**src/rtl/tm_queue_depth.sv**
```systemverilog
// rtl/tm_queue_depth.sv - per-queue depth table with init sweep, enq/deq update pipeline and 2-cycle lookup
`ifndef FIRST_LVL_QUEUE_ID_NBITS
`define FIRST_LVL_QUEUE_ID_NBITS 4
`endif
`ifndef RESET_SIG
`define RESET_SIG rst
`endif

module tm_queue_depth #(
  parameter int QID_NBITS   = `FIRST_LVL_QUEUE_ID_NBITS,
  parameter int DEPTH_NBITS = `FIRST_LVL_QUEUE_ID_NBITS
) (
  input  logic                   clk,
  input  logic                   `RESET_SIG,
  input  logic                   enq_req,
  input  logic [QID_NBITS-1:0]   enq_qid,
  input  logic                   deq_req,
  input  logic [QID_NBITS-1:0]   deq_qid,
  input  logic                   queue_depth_req,
  input  logic [QID_NBITS-1:0]   queue_id,
  output logic                   queue_depth_ack,
  output logic [DEPTH_NBITS-1:0] queue_depth,
  output logic                   init_done,
  output logic                   depth_err
);

  localparam int NQ = 1 << QID_NBITS;

  typedef enum logic {ST_INIT, ST_RUN} state_e;

  state_e                 state_q;
  logic [QID_NBITS-1:0]   idx_q;
  logic [DEPTH_NBITS-1:0] mem_q [NQ];

  logic                   s1_enq_v_q, s1_deq_v_q, s1_lk_v_q, s1_lk_init_q;
  logic [QID_NBITS-1:0]   s1_enq_qid_q, s1_deq_qid_q, s1_lk_qid_q;
  logic [DEPTH_NBITS-1:0] rd_enq_q, rd_deq_q, rd_lk_q;

  logic                   lw0_v_q, lw1_v_q;
  logic [QID_NBITS-1:0]   lw0_a_q, lw1_a_q;
  logic [DEPTH_NBITS-1:0] lw0_d_q, lw1_d_q;

  logic                   ack_q, err_q, init_done_q;
  logic [DEPTH_NBITS-1:0] depth_q;

  logic [DEPTH_NBITS-1:0] enq_cur_d, deq_cur_d, lk_cur_d;
  logic [DEPTH_NBITS-1:0] wr0_data_d, wr1_data_d, depth_d;
  logic                   wr0_v_d, wr1_v_d, err_d;

  // The memory read launched last cycle misses the write committed on that same edge.
  function automatic logic [DEPTH_NBITS-1:0] fwd(input logic [QID_NBITS-1:0]   a,
                                                 input logic [DEPTH_NBITS-1:0] rd);
    if (lw0_v_q && lw0_a_q == a) return lw0_d_q;
    if (lw1_v_q && lw1_a_q == a) return lw1_d_q;
    return rd;
  endfunction

  always_comb begin
    enq_cur_d  = fwd(s1_enq_qid_q, rd_enq_q);
    deq_cur_d  = fwd(s1_deq_qid_q, rd_deq_q);
    lk_cur_d   = fwd(s1_lk_qid_q, rd_lk_q);
    wr0_data_d = enq_cur_d + 1'b1;
    wr1_data_d = deq_cur_d - 1'b1;
    wr0_v_d    = 1'b0;
    wr1_v_d    = 1'b0;
    err_d      = 1'b0;
    depth_d    = s1_lk_init_q ? '0 : lk_cur_d;
    if (!(s1_enq_v_q && s1_deq_v_q && s1_enq_qid_q == s1_deq_qid_q)) begin
      if (s1_enq_v_q) begin
        if (enq_cur_d == '1) err_d = 1'b1;
        else                 wr0_v_d = 1'b1;
      end
      if (s1_deq_v_q) begin
        if (deq_cur_d == '0) err_d = 1'b1;
        else                 wr1_v_d = 1'b1;
      end
    end
  end

  always_ff @(posedge clk) begin
    rd_enq_q <= mem_q[enq_qid];
    rd_deq_q <= mem_q[deq_qid];
    rd_lk_q  <= mem_q[queue_id];
    if (state_q == ST_INIT) begin
      mem_q[idx_q] <= '0;
    end else begin
      if (wr0_v_d) mem_q[s1_enq_qid_q] <= wr0_data_d;
      if (wr1_v_d) mem_q[s1_deq_qid_q] <= wr1_data_d;
    end
  end

  always_ff @(posedge clk or posedge `RESET_SIG) begin
    if (`RESET_SIG) begin
      state_q      <= ST_INIT;
      idx_q        <= '0;
      init_done_q  <= 1'b0;
      s1_enq_v_q   <= 1'b0;
      s1_deq_v_q   <= 1'b0;
      s1_lk_v_q    <= 1'b0;
      s1_lk_init_q <= 1'b0;
      s1_enq_qid_q <= '0;
      s1_deq_qid_q <= '0;
      s1_lk_qid_q  <= '0;
      lw0_v_q      <= 1'b0;
      lw1_v_q      <= 1'b0;
      lw0_a_q      <= '0;
      lw1_a_q      <= '0;
      lw0_d_q      <= '0;
      lw1_d_q      <= '0;
      ack_q        <= 1'b0;
      err_q        <= 1'b0;
      depth_q      <= '0;
    end else begin
      case (state_q)
        ST_INIT: begin
          idx_q <= idx_q + 1'b1;
          if (idx_q == '1) begin
            state_q     <= ST_RUN;
            init_done_q <= 1'b1;
          end
        end
        default: ;
      endcase
      s1_enq_v_q   <= enq_req && (state_q == ST_RUN);
      s1_deq_v_q   <= deq_req && (state_q == ST_RUN);
      s1_enq_qid_q <= enq_qid;
      s1_deq_qid_q <= deq_qid;
      s1_lk_v_q    <= queue_depth_req;
      s1_lk_init_q <= (state_q == ST_INIT);
      s1_lk_qid_q  <= queue_id;
      lw0_v_q      <= wr0_v_d;
      lw0_a_q      <= s1_enq_qid_q;
      lw0_d_q      <= wr0_data_d;
      lw1_v_q      <= wr1_v_d;
      lw1_a_q      <= s1_deq_qid_q;
      lw1_d_q      <= wr1_data_d;
      ack_q        <= s1_lk_v_q;
      err_q        <= err_d;
      if (s1_lk_v_q) depth_q <= depth_d;
    end
  end

  assign queue_depth_ack = ack_q;
  assign queue_depth     = depth_q;
  assign init_done       = init_done_q;
  assign depth_err       = err_q;

endmodule

```
**config.mk**
```make
export PLATFORM = sky130hd
export DESIGN_NAME = tm_queue_depth
export DESIGN_NICKNAME = d
export VERILOG_FILES = /design/src/rtl/tm_queue_depth.sv
export SDC_FILE = /design/constraint.sdc
export NUM_CORES = 1
export LEC_CHECK = 0
export CAP_MARGIN = 20
export CORE_ASPECT_RATIO = 0.8
export CORE_MARGIN = 8
export CORE_UTILIZATION = 43
export CTS_CLUSTER_DIAMETER = 120
export DETAILED_ROUTE_END_ITERATION = 7
export GPL_ROUTABILITY_DRIVEN = 0
export GPL_TIMING_DRIVEN = 0
export SYNTH_ARGS = -nofsm -noshare
export SYNTH_HDL_FRONTEND = slang
export SYNTH_SLANG_ARGS = --single-unit
```
**constraint.sdc**
```tcl
create_clock -name clk -period 3.66 [get_ports clk]
set_input_delay 0.915 -clock clk [delete_from_list [all_inputs] [get_ports clk]]
set_output_delay 0.915 -clock clk [all_outputs]
set_load 0.02 [all_outputs]
```
After elaboration in Yosys (flattened, before gate mapping)
Memories as Yosys holds them, arrays and structs flattened. A register that Yosys moved wholly into a read port is not among the register bits.
Index checks and enable logic that the tools add are counted.
W data, S select, Z words.
Operators by class
  reduce and logical (&&, ||, !) cells: 13
  equal/unequal tests: 9
  multiplexer cells: 45
  $add $sub $neg: 3
  bitwise gates (word level): 1
Operators by type and width (number)
  $mux W4: 15
  $mux W1: 30
  $eq A4 B4 Y1: 7
  $logic_and A1 B1 Y1: 10
  $add A4 B1 Y4 const B: 2
  $eq A4 B4 Y1 const B: 2
  $logic_not A4 Y1: 1
  $reduce_or A4 Y1: 1
  $sub A4 B1 Y4 const B: 1
  $reduce_and A2 Y1: 1
  $not A1 Y1: 1
Storage, ports and cells
  output and inout port bits: 7
  flip-flop bits (word level): 46
  input port bits: 17
  memories: 1
  RAM bits: 64
  word-level logic and storage cells: 91
Memories
  mem_q: words 16, bits a word 4, rd ports 3, clocked after Yosys merged registers in 3, write ports 2, line 33  | logic [DEPTH_NBITS-1:0] mem_q [NQ];

Logic depth before layout (Yosys ltp)
  depth after elaboration: 15
  gate-level depth with buffers: 15
  depth with buffers taken out: 11

Least setup slack after synthesis
No wires, ideal clock.
  path type: register to register
  start: reg s1_deq_qid_q[0]
  end: mem mem_q[15][0] in the netlist's numbering, enable pin
  data required time: 3.325 ns
  path buffers: 4
  clock period less this slack: 3.478 ns
  stages on the path, launching flop included: 16
  path slack: 0.182 ns
  setup time: 0.335 ns
  arrival: 3.143 ns
  cell sequence: dfrtp_1 buf_2 xnor2_1 nand3_2 or2_0 clkbuf_1 a31oi_2 clkbuf_1 inv_1 ha_1 o31ai_1 a31oi_1 nor2_1 buf_4 nand4_2 o21ai_1
RTL lines
  start: declaration: line 36  | logic [QID_NBITS-1:0] s1_enq_qid_q, s1_deq_qid_q, s1_lk_qid_q;
  start signal: assignment: line 127  | s1_deq_qid_q <= deq_qid;
  end: declaration: line 33

==> metrics.txt <==
Iter 0 DRT Violations=644; kind of critical path=reg2reg; Post-synth EDFFs=64; TNS Setup=0 ns; Slew Viols, Final=0; Startpoint Class=flip-flop; YS warnings=0; clk_lat worst skew=0.42 ns; min-delay src=s1_deq_qid_q[0]$_DFF_PP0_; CTS H-tree lvls=4; antenna violations before repair=2; Hold Path Stages=0; cells after synthesis=504; synth unique cells=55; Via Count=4932; Worst EP required=3.80 ns; clk sink count=122; Crit. End Element=flip-flop; worst hold margin=0.367 ns; clk root buf=clkbuf_16; largest net degree at the start of global routing=30; total core area=16300 µm²; Final Cycle Share=97.4%; clock slew at reported path FFs=0.06 ns; Inserted Clock Buffers=17; first-pass GRT wire length=31900 µm; drt wl/cell=27.0 µm; commonest non-fill, non-tap cells in the layout=mux2i_1, edfxtp_1, mux4_2; Fmax=0.281 GHz; register area share after synthesis=46.7%; slew margin rel.=24.8%; Max Buffers Root-to-Sink=2; clk_skew=0.00836 ns; most common cell after layout, fill and taps aside=mux2i_1; flops & latches, synth=122; I/O pins=24; final net count=571; final setup vio count=0; GRT Total Usage=21.1%; fraction of layout cells with a size suffix above 1=32.3%; Post-route DRC=0; Avg Vias per Cell=6.30; Post-DP HPWL=15900 µm; placed inst area=7620 µm²; Final Cell Area=8590 µm²; Initial Utilization=43.4%; DIE AREA=20900 µm²; WHS Endpoint=lw1_a_q[0]$_DFF_PP0_; ys async rst share=37.7%; prevailing post-synth register cell=edfxtp_1; Crit path arrival time=3.71 ns; r2r setup slk=0.1 ns; final core utilization=52.6%; antenna cells=0; ANT nets after route=0; Die Height=131 µm; Post-Syn Area=7090 µm²; status=completed; number of max-cap violations=0; vias in the first global route=5006; Power Total=0.00431 W; Peak VDD IR=327 µV; Power Density=502 nW/µm²; area grow syn2layout=21.1%; Tightest Pin Transition=1.12 ns; CTS tree=done; fillcell total=1322; RR Endpoint=mem_q[3][3]$_DFFE_PP_; area of the multi-input gates=3770 µm²; row count=42; First-pass DRT Iterations=5; Post-Route WL=21200 µm; R2R depth=16; min cycle time layout=3.56 ns; worst r2r src=s1_deq_qid_q[2]$_DFF_PP0_; gr ovfl total=0; syn_area_per_cell=14.1 µm²; RSZ-0062 raised after global routing=false; Worst Hold Class=reg2reg; Die Wd=160 µm; syn_nets=524; Max FO, Critical Path=7; # port buffers=23; FF/Latch Area=3310 µm²; Leakage=3.27 nW; Hold Violations, Final=0
-- cells in the mapped netlist (2+ instances only) --
library cell	n	area, µm²
a21oi_1	5	25.0
a31oi_1	5	31.3
a31oi_2	3	37.5
a31oi_4	2	42.5
a32oi_1	4	35.0
and2_1	4	25.0
and3_1	2	12.5
and4_1	5	43.8
buf_1	8	30.0
buf_2	7	35.0
buf_4	2	15.0
buf_6	5	56.3
clkbuf_1	18	67.6
dfrtp_1	46	1150
dfxtp_1	12	240
edfxtp_1	64	1920
ha_1	3	37.5
inv_1	18	67.6
mux2_2	2	22.5
mux2i_1	72	721
mux4_2	60	1350
nand2_1	11	41.3
nand2_4	3	33.8
nand2b_1	7	43.8
nand3_1	6	30.0
nand4_1	6	37.5
nand4_2	9	113
nand4b_1	3	26.3
nor2_1	15	56.3
nor2b_1	11	68.8
nor3_1	5	25.0
nor4_1	7	43.8
o2111a_1	2	22.5
o21ai_0	5	25.0
o21ai_1	11	55.1
o21bai_1	5	37.5
o22ai_1	4	25.0
o31ai_1	3	22.5
or3_4	2	22.5
xnor2_1	14	123
xor2_1	14	123
-- final cells by class --
| class | instances | share of cell area [%] |
|---|---|---|
| inverters | 18 | 0.786 |
| well taps | 220 | 3.20 |
| plain buffers | 36 | 2.62 |
| flip-flops and latches | 122 | 38.6 |
| clock inverters | 14 | 2.27 |
| clock buffers | 17 | 4.95 |
| repair buffers | 33 | 3.70 |
| multi-input cells | 323 | 43.9 |
-- cells by family (layout without fill, tap and decap cells) --
kind of cell / count (synthesis) / after routing / synth area share, %
AO/OA/AOI/OAI: 57 / 57 / 6.45
adder cells (fa/ha/maj): 3 / 3 / 0.529
buffers and inverters: 59 / 118 / 3.90
AND/OR/NAND/NOR: 100 / 100 / 9.21
XOR/XNOR: 29 / 29 / 3.69
multiplexers: 134 / 134 / 29.5
flip-flops: 122 / 122 / 46.7
-- where the power goes --
| group | leakage, nW | internal [W] | switching (W) |
|---|---|---|---|
| combinational | 1.74 | 0.000348 | 0.000496 |
| sequential | 1.24 | 0.00158 | 0.000101 |
| clock | 0.292 | 0.00114 | 0.000655 |
-- worst max-delay path, stage by stage, from the launching register on --
cell and delay, ns:
dfrtp_1 0.39, clkbuf_4 0.21, xnor2_1 0.19, nand3_2 0.17
buf_4 0.17, nor3_2 0.24, a31oi_4 0.09, clkbuf_16 0.17
inv_1 0.06, ha_1 0.24, o31ai_1 0.12, a31oi_2 0.32
nor2_2 0.11, buf_4 0.16, and4_1 0.21, clkbuf_4 0.18
o21bai_2 0.26
-- worst max path at each step --
stage | startpoint | end | slack (ns)
final | s1_deq_qid_q[2]$_DFF_PP0_ | mem_q[3][3]$_DFFE_PP_ | 0.1
after global routing | s1_deq_qid_q[2]$_DFF_PP0_ | mem_q[14][3]$_DFFE_PP_ | 0.006
after global placement | s1_deq_qid_q[2]$_DFF_PP0_ | mem_q[0][1]$_DFFE_PP_ | -1.13
after floorplan | s1_deq_qid_q[0]$_DFF_PP0_ | mem_q[15][0]$_DFFE_PP_ | 0.18
after detailed placement | s1_deq_qid_q[2]$_DFF_PP0_ | mem_q[0][1]$_DFFE_PP_ | -1.29
after CTS | s1_deq_qid_q[2]$_DFF_PP0_ | mem_q[11][1]$_DFFE_PP_ | 0.02
-- per-layer routing --
metal  track usage (%)  share of wire [%]  routed length, µm
met5                 0               0.13                 27
met4              8.52                2.9                607
met3              5.76                9.1               1940
met2              32.9                 46               9800
met1              27.7                 42               8800
-- flip-flops by register name, indices dropped and copies added, names as in the netlist, 4 cells and up --
signal / flops
s1_enq_qid_q: 4
rd_deq_q: 4
lw0_a_q: 4
queue_depth: 4
rd_enq_q: 4
lw1_a_q: 4
s1_deq_qid_q: 4
mem_q: 64
lw0_d_q: 4
idx_q: 4
lw1_d_q: 4
rd_lk_q: 4
s1_lk_qid_q: 4
-- metrics by stage --
stage | setup slack (ns) | std cells
floorplan | 0.182 | 504
global placement | -1.13 | 747
detailed placement | -1.29 | 748
CTS | 0.0201 | 778
global route | 0.00561 | 783
finish | 0.0954 | 783
-- repair_timing --
item | in CTS | in global routing
cloned | 0 | 0
setup endpoints to repair | 131 | 96
pin swaps | 2 | 3
hold buffers | 0 | 0
buffers inserted | 4 | 5
resized for setup | 45 | 15
No activity file was read; power rests on OpenSTA's default activity.
